`config.mk`:
```
export PLATFORM = sky130hd
export DESIGN_NAME = shared_timer_sched
export DESIGN_NICKNAME = d
export VERILOG_FILES = /design/src/rtl/shared_timer_sched.sv
export SDC_FILE = /design/constraint.sdc
export NUM_CORES = 1
export LEC_CHECK = 0
export ABC_CLOCK_PERIOD_IN_PS = 2120
export BUFFER_PORTS_ARGS = -buffer_cell sky130_fd_sc_hd__buf_2
export CORE_AREA = 3 3 50 61
export CTS_BUF_LIST = sky130_fd_sc_hd__clkbuf_2
export DETAILED_ROUTE_END_ITERATION = 6
export DIE_AREA = 0 0 53 64
export PLACE_DENSITY = 0.77
export SYNTH_ARGS = -nofsm -noshare
export SYNTH_HDL_FRONTEND = slang
export SYNTH_SLANG_ARGS = --single-unit
```
`constraint.sdc`:
```
create_clock -name Clk -period 2.12 [get_ports Clk]
set_clock_uncertainty 0.05 [all_clocks]
set_input_delay 0 -clock Clk [delete_from_list [all_inputs] [get_ports Clk]]
set_output_delay 0 -clock Clk [all_outputs]
set_load 0.01 [all_outputs]
```
`src/rtl/shared_timer_sched.sv`:
```
// rtl/shared_timer_sched.sv - round-robin scheduler sharing one up-counter timer among requesters
module shared_timer_sched #(
    parameter int N_REQ = 4,
    parameter int CW    = 4
) (
    input  logic                Clk,
    input  logic                aResetn,
    input  logic                Tick,
    input  logic [N_REQ-1:0]    Req,
    input  logic [N_REQ*CW-1:0] MaxCnt,
    output logic [N_REQ-1:0]    Grant,
    output logic                Busy,
    output logic [CW-1:0]       Count,
    output logic [N_REQ-1:0]    Done
);

    localparam int IW = (N_REQ > 1) ? $clog2(N_REQ) : 1;

    typedef enum logic [1:0] {
        S_IDLE,
        S_LOAD,
        S_RUN,
        S_DONE
    } state_t;

    state_t             state;
    logic [IW-1:0]      last;
    logic [IW-1:0]      win;
    logic [CW-1:0]      max_r;
    logic [CW-1:0]      count;
    logic [N_REQ-1:0]   grant;
    logic [N_REQ-1:0]   done;
    logic               busy;

    logic               pick_valid;
    logic [IW-1:0]      pick_idx;
    logic [IW-1:0]      cand;
    logic               win_req;
    logic [CW-1:0]      win_max;

    // Round-robin pick: scan from last+1 upward; iterating backwards lets the nearest hit win
    always_comb begin
        pick_valid = 1'b0;
        pick_idx   = '0;
        cand       = '0;
        for (int off = N_REQ; off >= 1; off--) begin
            cand = IW'((int'(last) + off) % N_REQ);
            if (Req[cand]) begin
                pick_valid = 1'b1;
                pick_idx   = cand;
            end
        end
    end

    // Select the current owner's request level and terminal count
    always_comb begin
        win_req = 1'b0;
        win_max = '0;
        for (int i = 0; i < N_REQ; i++) begin
            if (win == IW'(i)) begin
                win_req = Req[i];
                win_max = MaxCnt[i*CW +: CW];
            end
        end
    end

    // Scheduler FSM with registered outputs; abort (owner drops Req) beats expiry
    always_ff @(posedge Clk or negedge aResetn) begin
        if (!aResetn) begin
            state <= S_IDLE;
            last  <= IW'(N_REQ - 1);
            win   <= '0;
            max_r <= '0;
            count <= '0;
            grant <= '0;
            done  <= '0;
            busy  <= 1'b0;
        end else begin
            case (state)
                S_IDLE: begin
                    done  <= '0;
                    count <= '0;
                    if (pick_valid) begin
                        state <= S_LOAD;
                        win   <= pick_idx;
                        last  <= pick_idx;
                        grant <= {{(N_REQ-1){1'b0}}, 1'b1} << pick_idx;
                        busy  <= 1'b1;
                    end else begin
                        grant <= '0;
                        busy  <= 1'b0;
                    end
                end
                S_LOAD: begin
                    if (!win_req) begin
                        state <= S_IDLE;
                        grant <= '0;
                        busy  <= 1'b0;
                        count <= '0;
                    end else begin
                        max_r <= win_max;
                        count <= '0;
                        state <= S_RUN;
                    end
                end
                S_RUN: begin
                    if (!win_req) begin
                        state <= S_IDLE;
                        grant <= '0;
                        busy  <= 1'b0;
                        count <= '0;
                    end else if (Tick) begin
                        if (count == max_r) begin
                            state <= S_DONE;
                            done  <= grant;
                        end else begin
                            count <= count + 1'b1;
                        end
                    end
                end
                S_DONE: begin
                    state <= S_IDLE;
                    done  <= '0;
                    grant <= '0;
                    busy  <= 1'b0;
                    count <= '0;
                end
                default: begin
                    state <= S_IDLE;
                    done  <= '0;
                    grant <= '0;
                    busy  <= 1'b0;
                    count <= '0;
                end
            endcase
        end
    end

    assign Grant = grant;
    assign Busy  = busy;
    assign Count = count;
    assign Done  = done;

endmodule

```
### After elaboration in Yosys (flattened, before gate mapping)

Cells that the tools add are included.

* register bits: 23
* bits of input ports: 23

* $add $sub $neg: 5
* $lt $le $gt $ge: 4
* eq/ne operators: 15
* shift-type cells: 1
* multiplexer cells: 44
* reductions and logical operators: 11

Operators with widths (number)
* 2-to-1 mux 4 bit: 12
* 2-to-1 mux 2 bit: 9
* case mux 4 bit (2 select lines): 2
* 2-to-1 mux 1 bit: 14
* < comparator 2 x 3 -> 1 bit, second input constant: 4
* case mux 4 bit (3 select lines): 1
* != test 2 bit, second input constant: 5
* != test 3 bit, second input constant: 3
* binary-select mux 1 bit (select 2 bit): 4
* == test 2 bit, second input constant: 4
* case mux 2 bit (4 select lines): 1
* AND reduction 2 bit: 3
* adder 2 x 1 -> 2 bit, second input constant: 2
* adder 2 bit, second input constant: 2
* adder 4 x 1 -> 4 bit, second input constant: 1
* == test 2 x 1 -> 1 bit, second input constant: 2
* == test 4 bit: 1
* logical NOT 2 bit: 2
* AND reduction 4 bit: 1
* OR reduction 2 bit: 2
* << shifter 1 x 2 -> 4 bit, first input constant: 1
* case mux 1 bit (3 select lines): 1
* AND reduction 3 bit: 1
* OR reduction 3 bit: 1
* nonzero test 2 bit: 1

### Depth between registers and ports, before layout

* word-level depth: 10
* depth in mapped cells: 7
* mapped depth without buffers: 6

### Worst setup path after synthesis

Ideal clock, no wire load.

* path kind: reg-to-reg
* from: register win[1]
* to: register state[1]
* setup time: 123 ps
* data arrival time: 1568 ps
* slack: 379 ps
* stages on the path, launching flop included: 6
* buffers on the path: 1
* path through: dfrtp_1 mux4_2 and2_4 buf_6 a22o_1 o2bb2ai_1

* longest elaborated chain between the ends: 7

RTL lines
* start: declaration: line 28 `logic [IW-1:0] win;`
* start signal: assignment: line 85 `win <= pick_idx;`
* logical NOT 2 bit: line 60 `if (win == IW'(i)) begin`
* 2-to-1 mux 1 bit (3 in a row): line 60
* 2-to-1 mux 1 bit (*): line 60
* 2-to-1 mux 2 bit (tied with other cells): line 107 `if (!win_req) begin`
* case mux 2 bit (4 select lines) / AND reduction 3 bit (equally long branches)
* end signal: assignment: line 84 `state <= S_LOAD;`
* end signal: assignment: line 108 `state <= S_IDLE;`
* end signal: assignment: line 114 `state <= S_DONE;`
* end: declaration: line 26 `state_t state;`

Mark *: on every way between the ends. The rest lies on a longest branch, timed or not.
A chain may end at the register's enable or synchronous reset.

### Final worst setup path

* from: register win[1]
* to: register max_r[2]

* longest elaborated chain between the ends: 6

RTL lines
* logical NOT 2 bit: line 60
* 2-to-1 mux 1 bit (4 in a row): line 60
* AND reduction 2 bit (no source line)
* end signal: assignment: line 101 `max_r <= win_max;`
* end: declaration: line 29 `logic [CW-1:0] max_r;`

Parallel ways exist; a longest one is shown, timed or not.

==> impl_metrics.ini <==
[run_status]
status = finished clean

[routing]
vias = 991
drt-initial-drc-count = 22
ant_nets = 0
postRouteWirelength_um = 2540
viasPerCell = 5.39
dr.pass1.iters = 4
wl_met1_um = 1060
route.met3.wl_um = 91
drcViolationCount = 0
wl_met2_um = 1380
top_layer_used = met4
wl_per_cell_um = 13.8

[run]
cap_violations = 0

[die]
core-area_um2 = 2530
fp.dieH_um = 64
die_area_um2 = 3390
start_util = 0.510
io_pins = 36
rows = 20
dieWidth_um = 53

[finish]
fin_nets = 179
diodes = 0
layoutNonFillerInstCount = 184
syn_to_final_growth_pct = 19.2
layout-drive-gt1-share = 0.371

[clock_tree]
tritoncts = yes
clk_pin_slew_ns = 0.22
htreeDepth = 1
worstSkewPairLatency_ns = 0.33
cts_root_buf = clkbuf_2
clock-sinks = 23
cts_resized = 0
numCtsBuffers = 3
clk_path_buf_depth = 2

[critical_path]
crit_path_max_incr_delay_ns = 0.58
crit_path_max_fanout = 6
timing.rr.start = win[1]
path_cells = mux4_2, nand2_1, mux2_2
crit_start = win[1]
worstSetupPathDepth = 3
cp_top_family = multiplexers
r2r_cells = 3
r2r_slack_ns = 0.31
endpoint = max_r[2]
critPathArrivalTime_ns = 2.01
cp_num_buf_inv = 0
r2r-end = max_r[2]
cp.required_ns = 2.32
critPathLaunchType = flop
worstSetupPathType = reg2reg
slowest_stage = mux4_2
cp-end-kind = flop

[power]
p_leak_nw = 0.755
power.total_mw = 1.75
p_per_area_nw_per_um2 = 1140
vdd_drop_max_uv = 597

[sta]
drv_slew = 0
finalSetupViolations = 0
max_freq_mhz = 552
hold_viol_final = 0
tightest_slew_ns = 0.553
min_period_ns = 1.81
fin_tns_setup_ns = 0
min_period_over_period = 0.855
slew_headroom = 0.628
rsz0062_at_grt = no

[yosys]
async_flop_share = 1.00
synthXorXnorAreaFrac = 0.0476
seq_area_frac_synth = 0.449
synth_edf_count = 0
synth_compound_area_frac = 0.129
synth_fp_nets = 138
yosysTopAreaCell = dfrtp_1
synth_flop_cell = dfrtp_1
synth_cell_types = 39
yosysWarnings = 0
synthTopCellsByArea = dfrtp_1 (41%), mux4_1 (8.2%), nor2_1 (4.4%), dfstp_2 (4.1%), ha_1 (3.9%)
synth_fa_ha_area_frac = 0.0388
synth_top_family_by_area = simple AND/OR/NAND/NOR gates
synth.top_cell.area_share = 0.408
synthCells = 111
synthMuxAreaShare = 0.150
syn_avg_cell_area_um2 = 11.6
ys_ff_latch = 23
synth-simple-area-share = 0.162
synth_area_um2 = 1290

[global_route]
grt_pass1_vias = 1044
grt.total_usage = 0.171
antenna_found_initial = 0
grt_pass1_wl_um = 4450
grt_max_degree = 24
overflow = 0

[min_path]
hold_path.class = in2reg

[place]
portBuffers = 35
place.gp.congestion = 0.805
dp.cells = 178
hpwl_um = 2050
[through the flow]
step	setup WS (ns)	hold slack, ns	utilization	cell area, µm²
after detailed placement	0.325	-0.0516	0.592	1500
after CTS	0.300	0.0365	0.608	1540
after floorplan	0.379	-0.346	-	1290
final	0.308	0.0457	0.608	1540
after global placement	0.421	-0.0565	0.592	1500
after global routing	0.222	0.0589	0.608	1540
[worst min path at each step]
stage | start | end | depth (start not counted)
final | MaxCnt[1] | max_r[1] | 3
after global routing | MaxCnt[8] | max_r[0] | 3
after CTS | MaxCnt[13] | max_r[1] | 3
after detailed placement | aResetn | Count[2] | 1
after global placement | aResetn | Count[2] | 1
after floorplan | aResetn | Busy | 0
[cell usage in the layout, fill, tap and decap left out, types with 2 or more instances in the layout]
cell type      synthesis  routed
nor2_1                15      15
xnor2_1                2       2
a22o_1                 5       5
buf_4                  1       2
dlygate4sd3_1          0       2
dfstp_2                2       2
dfrtp_1               21      21
ha_1                   4       4
nand3_1                2       2
mux4_1                 4       4
nor2b_1                4       4
inv_1                  2       2
buf_2                  1      35
clkbuf_2               0       3
nand2_1                9       9
nand2b_1               3       3
mux2i_1                2       2
xor2_1                 5       5
a21oi_1                2       2
o21ai_0                3       3
mux2_2                 4       4
[state kept, by name, summed over array words and instances (netlist names)]
signal  count
Count       4
win         2
state       2
Busy        1
Grant       4
last        2
max_r       4
Done        4
[kinds of logic (layout without fill, tap and decap cells)]
group,Yosys count,after routing
buffers and inverters,5,45
multiplexers,11,11
XOR/XNOR,7,7
AO/OA/AOI/OAI,20,20
flip-flops,23,23
adder cells (fa/ha/maj),4,4
AND/OR/NAND/NOR,41,41
[synthesized netlist by cell type (2+ instances only)]
cell	n
a21oi_1	2
a22o_1	5
dfrtp_1	21
dfstp_2	2
ha_1	4
inv_1	2
mux2_2	4
mux2i_1	2
mux4_1	4
nand2_1	9
nand2b_1	3
nand3_1	2
nor2_1	15
nor2b_1	4
o21ai_0	3
xnor2_1	2
xor2_1	5
[worst min-delay path: stages]
cell	delay, ns
buf_2	0.08
mux4_1	0.20
mux2_2	0.13
[routing by layer]
metal	vias up	GRT usage
li1	486	-
met1	480	0.209
met2	23	0.304
met3	2	0.0210
met4	0	0.0543
met5	-	0
[final cells by class]
cell class	instances	area, µm²
multi-input combinational	83	679
timing repair buffer	39	210
clock inverter	1	5.00
tap	33	41.3
clock buffer	3	15.0
inverter	2	7.51
sequential	23	578
fill	199	991
[what timing repair did]
item | CTS | global route
hold buffers | 2 | 0
hold endpoints to repair | 25 | 0
setup buffers | 0 | 0
[where the power goes]
part           switching [mW]  internal, mW  leakage [nW]
registers               0.128         0.588         0.295
logic                   0.435         0.418         0.444
clock network           0.136        0.0428        0.0164
total                   0.700          1.05         0.755
(Power assumes the default switching activity.)
